### src/rtl/spawn_pkg.sv
// Shared types for the 2-Cars obstacle spawner: lane/kind encoding and
// the event record carried through the spawn FIFO.
package spawn_pkg;

    localparam int   LANE_W      = 2;
    localparam logic KIND_CIRCLE = 1'b0;
    localparam logic KIND_SQUARE = 1'b1;

    typedef struct packed {
        logic [LANE_W-1:0] lane;
        logic              kind;
    } spawn_evt_t;

    localparam int EVT_W = $bits(spawn_evt_t);

endpackage

### src/rtl/spawn_fifo.sv
// Synchronous FIFO of spawn events with a valid/ready read port.
// DEPTH must be a power of two, >= 2, so the pointers wrap naturally.
module spawn_fifo
    import spawn_pkg::*;
#(
    parameter int DEPTH = 4,
    parameter int LVL_W = $clog2(DEPTH + 1)
) (
    input  logic             clk,
    input  logic             rst,
    input  logic             push,
    input  spawn_evt_t       din,
    output logic             valid,
    input  logic             ready,
    output spawn_evt_t       head,
    output logic             full,
    output logic [LVL_W-1:0] level
);

    localparam int AW = (DEPTH > 1) ? $clog2(DEPTH) : 1;

    spawn_evt_t       mem [DEPTH];
    logic [AW-1:0]    wr_ptr;
    logic [AW-1:0]    rd_ptr;
    logic [LVL_W-1:0] count;
    logic             pop;
    logic             accept;

    assign valid = (count != '0);
    assign full  = (count == LVL_W'(DEPTH));
    assign pop   = valid && ready;
    // A pop in the same cycle frees the slot, so a push into a full FIFO still lands.
    assign accept = push && (!full || pop);
    assign level  = count;
    // Masked while empty so the outputs read zero after reset.
    assign head   = valid ? mem[rd_ptr] : '0;

    always_ff @(posedge clk) begin
        if (accept)
            mem[wr_ptr] <= din;
    end

    always_ff @(posedge clk or posedge rst) begin
        if (rst) begin
            wr_ptr <= '0;
            rd_ptr <= '0;
            count  <= '0;
        end else begin
            if (accept)
                wr_ptr <= wr_ptr + AW'(1);
            if (pop)
                rd_ptr <= rd_ptr + AW'(1);
            case ({accept, pop})
                2'b10:   count <= count + LVL_W'(1);
                2'b01:   count <= count - LVL_W'(1);
                default: count <= count;
            endcase
        end
    end

endmodule

### src/rtl/obstacle_spawner.sv
// Samples the random stream once every PERIOD frames, decides spawn/skip
// with a bounded gap, and queues spawn events for the renderer.
module obstacle_spawner
    import spawn_pkg::*;
#(
    parameter int RAND_W  = 5,
    parameter int PERIOD  = 24,
    parameter int MAX_GAP = 3,
    parameter int DEPTH   = 4
) (
    input  logic              clk,
    input  logic              rst,
    input  logic              enable,
    input  logic              frame_tick,
    input  logic [RAND_W-1:0] rand_in,
    input  logic              clear_ovf,
    output logic              spawn_valid,
    input  logic              spawn_ready,
    output logic [LANE_W-1:0] spawn_lane,
    output logic              spawn_kind,
    output logic [2:0]        level,
    output logic              ovf
);

    localparam int FC_W  = (PERIOD > 1) ? $clog2(PERIOD) : 1;
    localparam int GAP_W = (MAX_GAP > 0) ? $clog2(MAX_GAP + 1) : 1;
    localparam int LVL_W = $clog2(DEPTH + 1);

    logic [FC_W-1:0]  frame_cnt;
    logic [GAP_W-1:0] gap_cnt;
    logic             decision;
    logic             skip;
    logic             push;
    logic             full;
    logic             pop;
    spawn_evt_t       evt;
    spawn_evt_t       head;
    logic [LVL_W-1:0] fifo_level;
    logic             unused_rand;

    assign unused_rand = ^rand_in;

    assign decision = enable && frame_tick && (frame_cnt == FC_W'(PERIOD - 1));
    // Forced spawn once MAX_GAP skips have happened in a row.
    assign skip     = decision && (rand_in[4:3] == 2'b00) && (gap_cnt < GAP_W'(MAX_GAP));
    assign push     = decision && !skip;
    assign evt.lane = rand_in[1:0];
    assign evt.kind = rand_in[2];
    assign pop      = spawn_valid && spawn_ready;

    always_ff @(posedge clk or posedge rst) begin
        if (rst) begin
            frame_cnt <= '0;
        end else if (enable && frame_tick) begin
            if (frame_cnt == FC_W'(PERIOD - 1))
                frame_cnt <= '0;
            else
                frame_cnt <= frame_cnt + FC_W'(1);
        end
    end

    always_ff @(posedge clk or posedge rst) begin
        if (rst)
            gap_cnt <= '0;
        else if (skip)
            gap_cnt <= gap_cnt + GAP_W'(1);
        else if (push)
            gap_cnt <= '0;
    end

    // Set beats clear when both happen in one cycle.
    always_ff @(posedge clk or posedge rst) begin
        if (rst)
            ovf <= 1'b0;
        else if (push && full && !pop)
            ovf <= 1'b1;
        else if (clear_ovf)
            ovf <= 1'b0;
    end

    spawn_fifo #(
        .DEPTH (DEPTH),
        .LVL_W (LVL_W)
    ) u_fifo (
        .clk   (clk),
        .rst   (rst),
        .push  (push),
        .din   (evt),
        .valid (spawn_valid),
        .ready (spawn_ready),
        .head  (head),
        .full  (full),
        .level (fifo_level)
    );

    assign spawn_lane = head.lane;
    assign spawn_kind = head.kind;
    assign level      = 3'(fifo_level);

endmodule
### config.mk
export PLATFORM = sky130hd
export DESIGN_NAME = obstacle_spawner
export DESIGN_NICKNAME = d
export VERILOG_FILES = /design/src/rtl/spawn_pkg.sv /design/src/rtl/spawn_fifo.sv /design/src/rtl/obstacle_spawner.sv
export SDC_FILE = /design/constraint.sdc
export NUM_CORES = 1
export LEC_CHECK = 0
export BUFFER_PORTS_ARGS = -buffer_cell sky130_fd_sc_hd__buf_2
export CELL_PAD_IN_SITES_DETAIL_PLACEMENT = 0
export CELL_PAD_IN_SITES_GLOBAL_PLACEMENT = 2
export CORE_ASPECT_RATIO = 0.6
export CORE_MARGIN = 5
export CORE_UTILIZATION = 30
export DETAILED_ROUTE_END_ITERATION = 12
export GPL_ROUTABILITY_DRIVEN = 0
export PLACE_DENSITY_LB_ADDON = 0.3
export SYNTH_ARGS = -nofsm -noshare
export SYNTH_HDL_FRONTEND = slang
export SYNTH_SLANG_ARGS = --single-unit
### constraint.sdc
create_clock -name clk -period 2.6 [get_ports clk]
set_input_delay 0.26 -clock clk [delete_from_list [all_inputs] [get_ports clk]]
set_output_delay 0.26 -clock clk [all_outputs]
set_load 0.01 [all_outputs]
## After elaboration in Yosys (flattened, before gate mapping)

Memory sizes are Yosys's and may differ from the RTL's.
Index checks and enable logic that the tools add are counted.

| storage, ports and cells | value |
|---|---|
| flip-flop bits (word level) | 15 |
| memory bits (writable) | 12 |
| input port bits | 11 |
| word-level logic and storage cells | 45 |
| memories kept | 1 |

Memories:

| memory | depth | bits a word | rd ports | clocked after Yosys merged registers in | wr ports | RTL line | source |
|---|---|---|---|---|---|---|---|
| u_fifo.mem | 4 | 3 | 1 | 0 | 1 | spawn_fifo.sv:22 | `spawn_evt_t mem [DEPTH];` |

| operators by class | value |
|---|---|
| add/subtract/negate cells | 6 |
| magnitude comparators | 1 |
| eq/ne operators | 4 |
| multiplexer cells | 9 |
| reduce and logical (&&, ||, !) cells | 18 |

Operators by type and width:

| operator | number |
|---|---|
| 1-bit logical AND | 9 |
| 2-bit by 1-bit adder with 2-bit output, second input constant | 3 |
| 3-bit one-hot mux with 2 select lines | 1 |
| 2-bit nonzero test | 3 |
| 5-bit by 1-bit adder with 5-bit output, second input constant | 1 |
| 5-bit == test, second input constant | 1 |
| 5-bit 2-to-1 mux | 1 |
| 1-bit 2-to-1 mux | 4 |
| 2-bit 2-to-1 mux | 2 |
| 3-bit by 1-bit adder with 3-bit output, second input constant | 1 |
| 3-bit == test, second input constant | 1 |
| 1-bit zero test | 3 |
| 3-bit 2-to-1 mux | 1 |
| 3-bit nonzero test | 1 |
| 3-bit by 1-bit subtractor with 3-bit output, second input constant | 1 |
| 2-bit by 1-bit == test with 1-bit output, second input constant | 1 |
| 2-bit == test, second input constant | 1 |
| 2-bit zero test | 1 |
| 2-bit less-than comparator, second input constant | 1 |
| 1-bit logical OR | 1 |

## Depth between registers and ports, before layout

| depth | value |
|---|---|
| depth in word-level cells | 9 |
| depth in mapped cells | 8 |
| gate-level depth less buffers | 8 |

## Modules after synthesis

A second synthesis with hierarchy kept.

| unflattened totals | value |
|---|---|
| cell total of the unflattened synthesis | 116 |
| area total of the unflattened synthesis | 1416.4 µm² |

By module, submodules not included:

| module | times used | cells each | area each (µm²) |
|---|---|---|---|
| spawn_fifo | 1 | 75 | 993.5 |
| obstacle_spawner | 1 | 41 | 422.9 |

## Least setup slack after synthesis

OpenSTA, ideal clock, no wires.

| timing path | value |
|---|---|
| path type | flip-flop to flip-flop |
| start | register frame_cnt[0] |
| end | register u_fifo.count[2], in the netlist u_fifo.level[2] |
| library setup time | 0.080 ns |
| arrival | 1.980 ns |
| slack | 0.540 ns |
| stages on the path, launching flop included | 9 |
| path buffers | 0 |
| path through | dfrtp_1 > ha_1 > nand4_4 > nor3_4 > nor2_1 > fa_1 > and3_1 > mux2i_1 > xnor2_1 |

| between the ends | value |
|---|---|
| word-level cells in the longest chain between the ends | 9 |
| elaborated cells on any way between the ends | 11 |
| classes of those cells | eq/ne: 3; mux: 1; reduce/logical: 7 |

RTL lines:

| what | RTL line | source |
|---|---|---|
| from (decl) | obstacle_spawner.sv:29 | `logic [FC_W-1:0] frame_cnt;` |
| from (signal assigned) | obstacle_spawner.sv:58 | `frame_cnt <= frame_cnt + FC_W'(1);` |
| 5-bit == test (*) | obstacle_spawner.sv:43 | `assign decision = enable && frame_tick && (frame_cnt == FC_W'(PERIOD - 1));` |
| 1-bit logical AND (*) | obstacle_spawner.sv:43 |  |
| 1-bit logical AND (2 in series) | obstacle_spawner.sv:45 | `assign skip = decision && (rand_in[4:3] == 2'b00) && (gap_cnt < GAP_W'(MAX_GAP));` |
| 1-bit zero test | obstacle_spawner.sv:46 | `assign push = decision && !skip;` |
| 1-bit logical AND (*) | obstacle_spawner.sv:46 |  |
| 1-bit logical AND (*) | spawn_fifo.sv:33 | `assign accept = push && (!full \|\| pop);` |
| 2-bit by 1-bit == test with 1-bit output / 2-bit == test (equally long branches) | spawn_fifo.sv:53 | `case ({accept, pop})` |
| 3-bit one-hot mux with 2 select lines / 2-bit nonzero test (equally long branches) | n/a |  |
| to (signal assigned) | spawn_fifo.sv:54 | `2'b10: count <= count + LVL_W'(1);` |
| to (signal assigned) | spawn_fifo.sv:55 | `2'b01: count <= count - LVL_W'(1);` |
| to (signal assigned) | spawn_fifo.sv:56 | `default: count <= count;` |
| to (decl) | spawn_fifo.sv:25 | `logic [LVL_W-1:0] count;` |

Mark *: on every way between the ends. The rest lies on a longest branch, timed or not.
A chain may end at the register's enable or synchronous reset.

## Worst setup path in the final report

Ends and elaborated chain as after synthesis.

==> impl_results.md <==
* Post-DP HPWL at 1750 µm
* Antenna fix cells at 0
* Slowest stage cell on the critical path: fa_1
* Wire length on met1 at 1090 µm
* Fraction of the yosys area taken by sequential cells at 0.567
* Initial standard-cell utilization of the core at 0.313
* Minimum period implied by the final worst setup slack at roughly 2.1 ns
* Number of violations reported at the end of detailed-routing iteration 0 at 15
* Startpoint type of the worst setup path: flip-flop
* Internal reg-to-reg setup slack at 0.46 ns
* Quantity of gates resized following cts at 0
* Flip-flop and latch count after synthesis at 27
* Remaining DRCs at 0
* Count of input and output buffers at 18
* Number of post-CTS setup repair buffers at 0
* First-pass GRT wire length at between 3000 and 4000 µm
* Synthesized netlist cell count at between 90 and 100
* Largest net degree at the start of global routing at 18
* Final non-filler cell area at roughly 1500 µm²
* Worst skew pair latency at roughly 0.28 ns
* Via count of the first global-routing pass at roughly 780
* RSZ-0062 raised after global routing: false
* Overall via count from detail_route at ~770
* Critical Path, Cell by Cell: ha_1 -> nand4_4 -> nor3_4 -> nor2_1 -> fa_1 -> and3_1 -> mux2i_1 -> xnor2_1
* Boundary pin count at 19
* Final-layout fill cell count at 415
* Total Power at 1300 µW
* Worst setup EP type: flip-flop
* Net count, final at ~140
* Max Transition Viols Final at 0
* Buffer depth of the longest clock path at 2
* FP Rows at 18
* Number of antenna violations at the first check in global routing at 0
* Count of flip-flops with a built-in enable after synthesis at 12
* Async set-or-reset flop fraction in the synthesized netlist at 0.556
* Cell area after synthesis at 1300 µm²
* Area growth from synthesis to layout at 16.6%
* Final-report setup violation count at 0
* Layout cells sized above 1 at 0.303
* Final hold violation count at 0
* Biggest cell delay along the critical path at 0.42 ns
* Synth area leader: dfrtp_1
* Max Used Layer: met4
* Power Density at around 860 nW/µm²
* Via density per instance at approximately 4.3
* Top-area cell type share of the netlist area at 0.289
* ANT nets after route at 0
* Relative slew slack at 0.600
* Most frequent cells in the layout: buf_2 (18), dfrtp_1 (15), edfxtp_1 (12)
* TritonCTS clock tree: built
* Number of nets in the synthesized netlist at 116
* CTS H-tree lvls at 1
* Sum of negative setup slack at 0 ns
* Number of synthesis warnings at 0
* Commonest non-fill, non-tap cell in the layout: buf_2
* Core area at between 4000 and 5000 µm²
* Synthesized area divided by synthesized cell count at between 10 and 15 µm²
* # hold bufs at CTS at 0
* Sum of met3 wire segment lengths after detailed routing at 90 µm
* HP Class: primary input to asynchronous set/reset pin
* Routed wire length per instance at about 13 µm
* Number of buffers created by CTS at 3
* Crit Path Max Fanout at 5
* Die height at roughly 61 µm
* Area of the die at just under 6000 µm²
* Upper clock frequency limit at around 470 MHz
* Top area cells in the synthesized netlist: dfrtp_1 (29%), edfxtp_1 (28%), ha_1 (5.8%)
* Required time reported for the critical path endpoint at 2.80 ns
* Horiz. Die Dim at ~95 µm
* Total wire length after detailed routing at ~2300 µm
* Aggregate global-route resource usage at 0.0911
* Status: finished, final reports clean
* Post-route fraction of the period consumed by the critical path at 0.823
* Detailed-router iteration count before antenna repair at 3
* Final core utilization at 0.365
* Post-synth top flop: dfrtp_1
* Max-cap violations at 0
* Cell area after placement at about 1500 µm²
* Critical path start-end classification: flip-flop to flip-flop
* Clock tree root driver cell: clkbuf_8
* Max VDD drop at between 150 and 200 µV
* Gr ovfl total at 0
* Multi-input gate area in the final layout at 532 µm²
* Crit path DAT at 2.34 ns
* Count of distinct cell types in the synthesized netlist at 28
* Routed met2 length at 1050 µm
* Reg clk slew, reported paths at roughly 0.10 ns
* Reg area at between 700 and 800 µm²
* Cell family contributing the most delay on the critical path: adder cells
* Num Clock Sinks at 27
* Max Clock Skew at ~0.0063 ns
* Pleak at ~0.00063 µW
* Worst slew pin tran at ~0.60 ns
* Bufs and invs on worst path at 0
through the flow:
stage	setup slack [ns]	cells	hold slack, ns
6_report	0.459	179	0.0281
5_1_grt	0.316	179	0.0859
4_1_cts	0.449	179	0.0654
3_5_place_dp	0.545	175	0.376
3_3_place_gp	0.580	175	0.353
2_1_floorplan	0.540	98	0.161
where the power goes:
part | internal, µW | switching [µW]
Clock | 113 | 142
Sequential | 526 | 122
Combinational | 212 | 181
Total | 851 | 446
logic make-up (layout without fill, tap and decap cells):
logic type / after synthesis / after routing / share of synthesized area
AOI/OAI and AO/OA: 7 / 7 / 0.0347
DFF: 27 / 27 / 0.567
muxes: 9 / 9 / 0.101
xor gates and xnor gates: 6 / 6 / 0.0405
adders and majority gates: 7 / 7 / 0.0733
buffers and inverters: 8 / 29 / 0.0231
and+or+nand+nor: 34 / 34 / 0.160
cell type report:
class | count | area share
clock buffer | 3 | 0.0273
timing repair buffer | 19 | 0.0645
inverter | 6 | 0.0149
multi-input combinational | 63 | 0.352
clock inverter | 1 | 0.00579
tap | 60 | 0.0496
sequential | 27 | 0.486
per-layer routing:
layer,GRT usage,up-vias
met5,0,-
met2,0.149,11
li1,-,392
met3,0.0285,2
met4,0.0308,0
met1,0.116,366
state kept, by name, summed over array words and instances (netlist names):
register       count
frame_cnt          5
u_fifo.level       3
u_fifo.rd_ptr      2
ovf                1
u_fifo.mem        12
u_fifo.wr_ptr      2
gap_cnt            2
path summary, 6_finish.rpt:
check,from,to,cells after the start
max,frame_cnt[0],u_fifo.level[2],8
min,rst,ovf,2
max reg2reg,frame_cnt[0],u_fifo.level[2],8
min reg2reg,gap_cnt[0],gap_cnt[0],1
max in group asynchronous,rst,u_fifo.level[2],2
min in group clk,clear_ovf,ovf,2
synth_stat cells (all sizes together), types with 4 or more instances:
master	instances
inv	6
dfrtp	15
ha	6
o21ai	4
xnor2	5
edfxtp	12
nand3	6
nor2	5
nand2	7
and3	5
No activity file was read; power rests on OpenSTA's default activity.
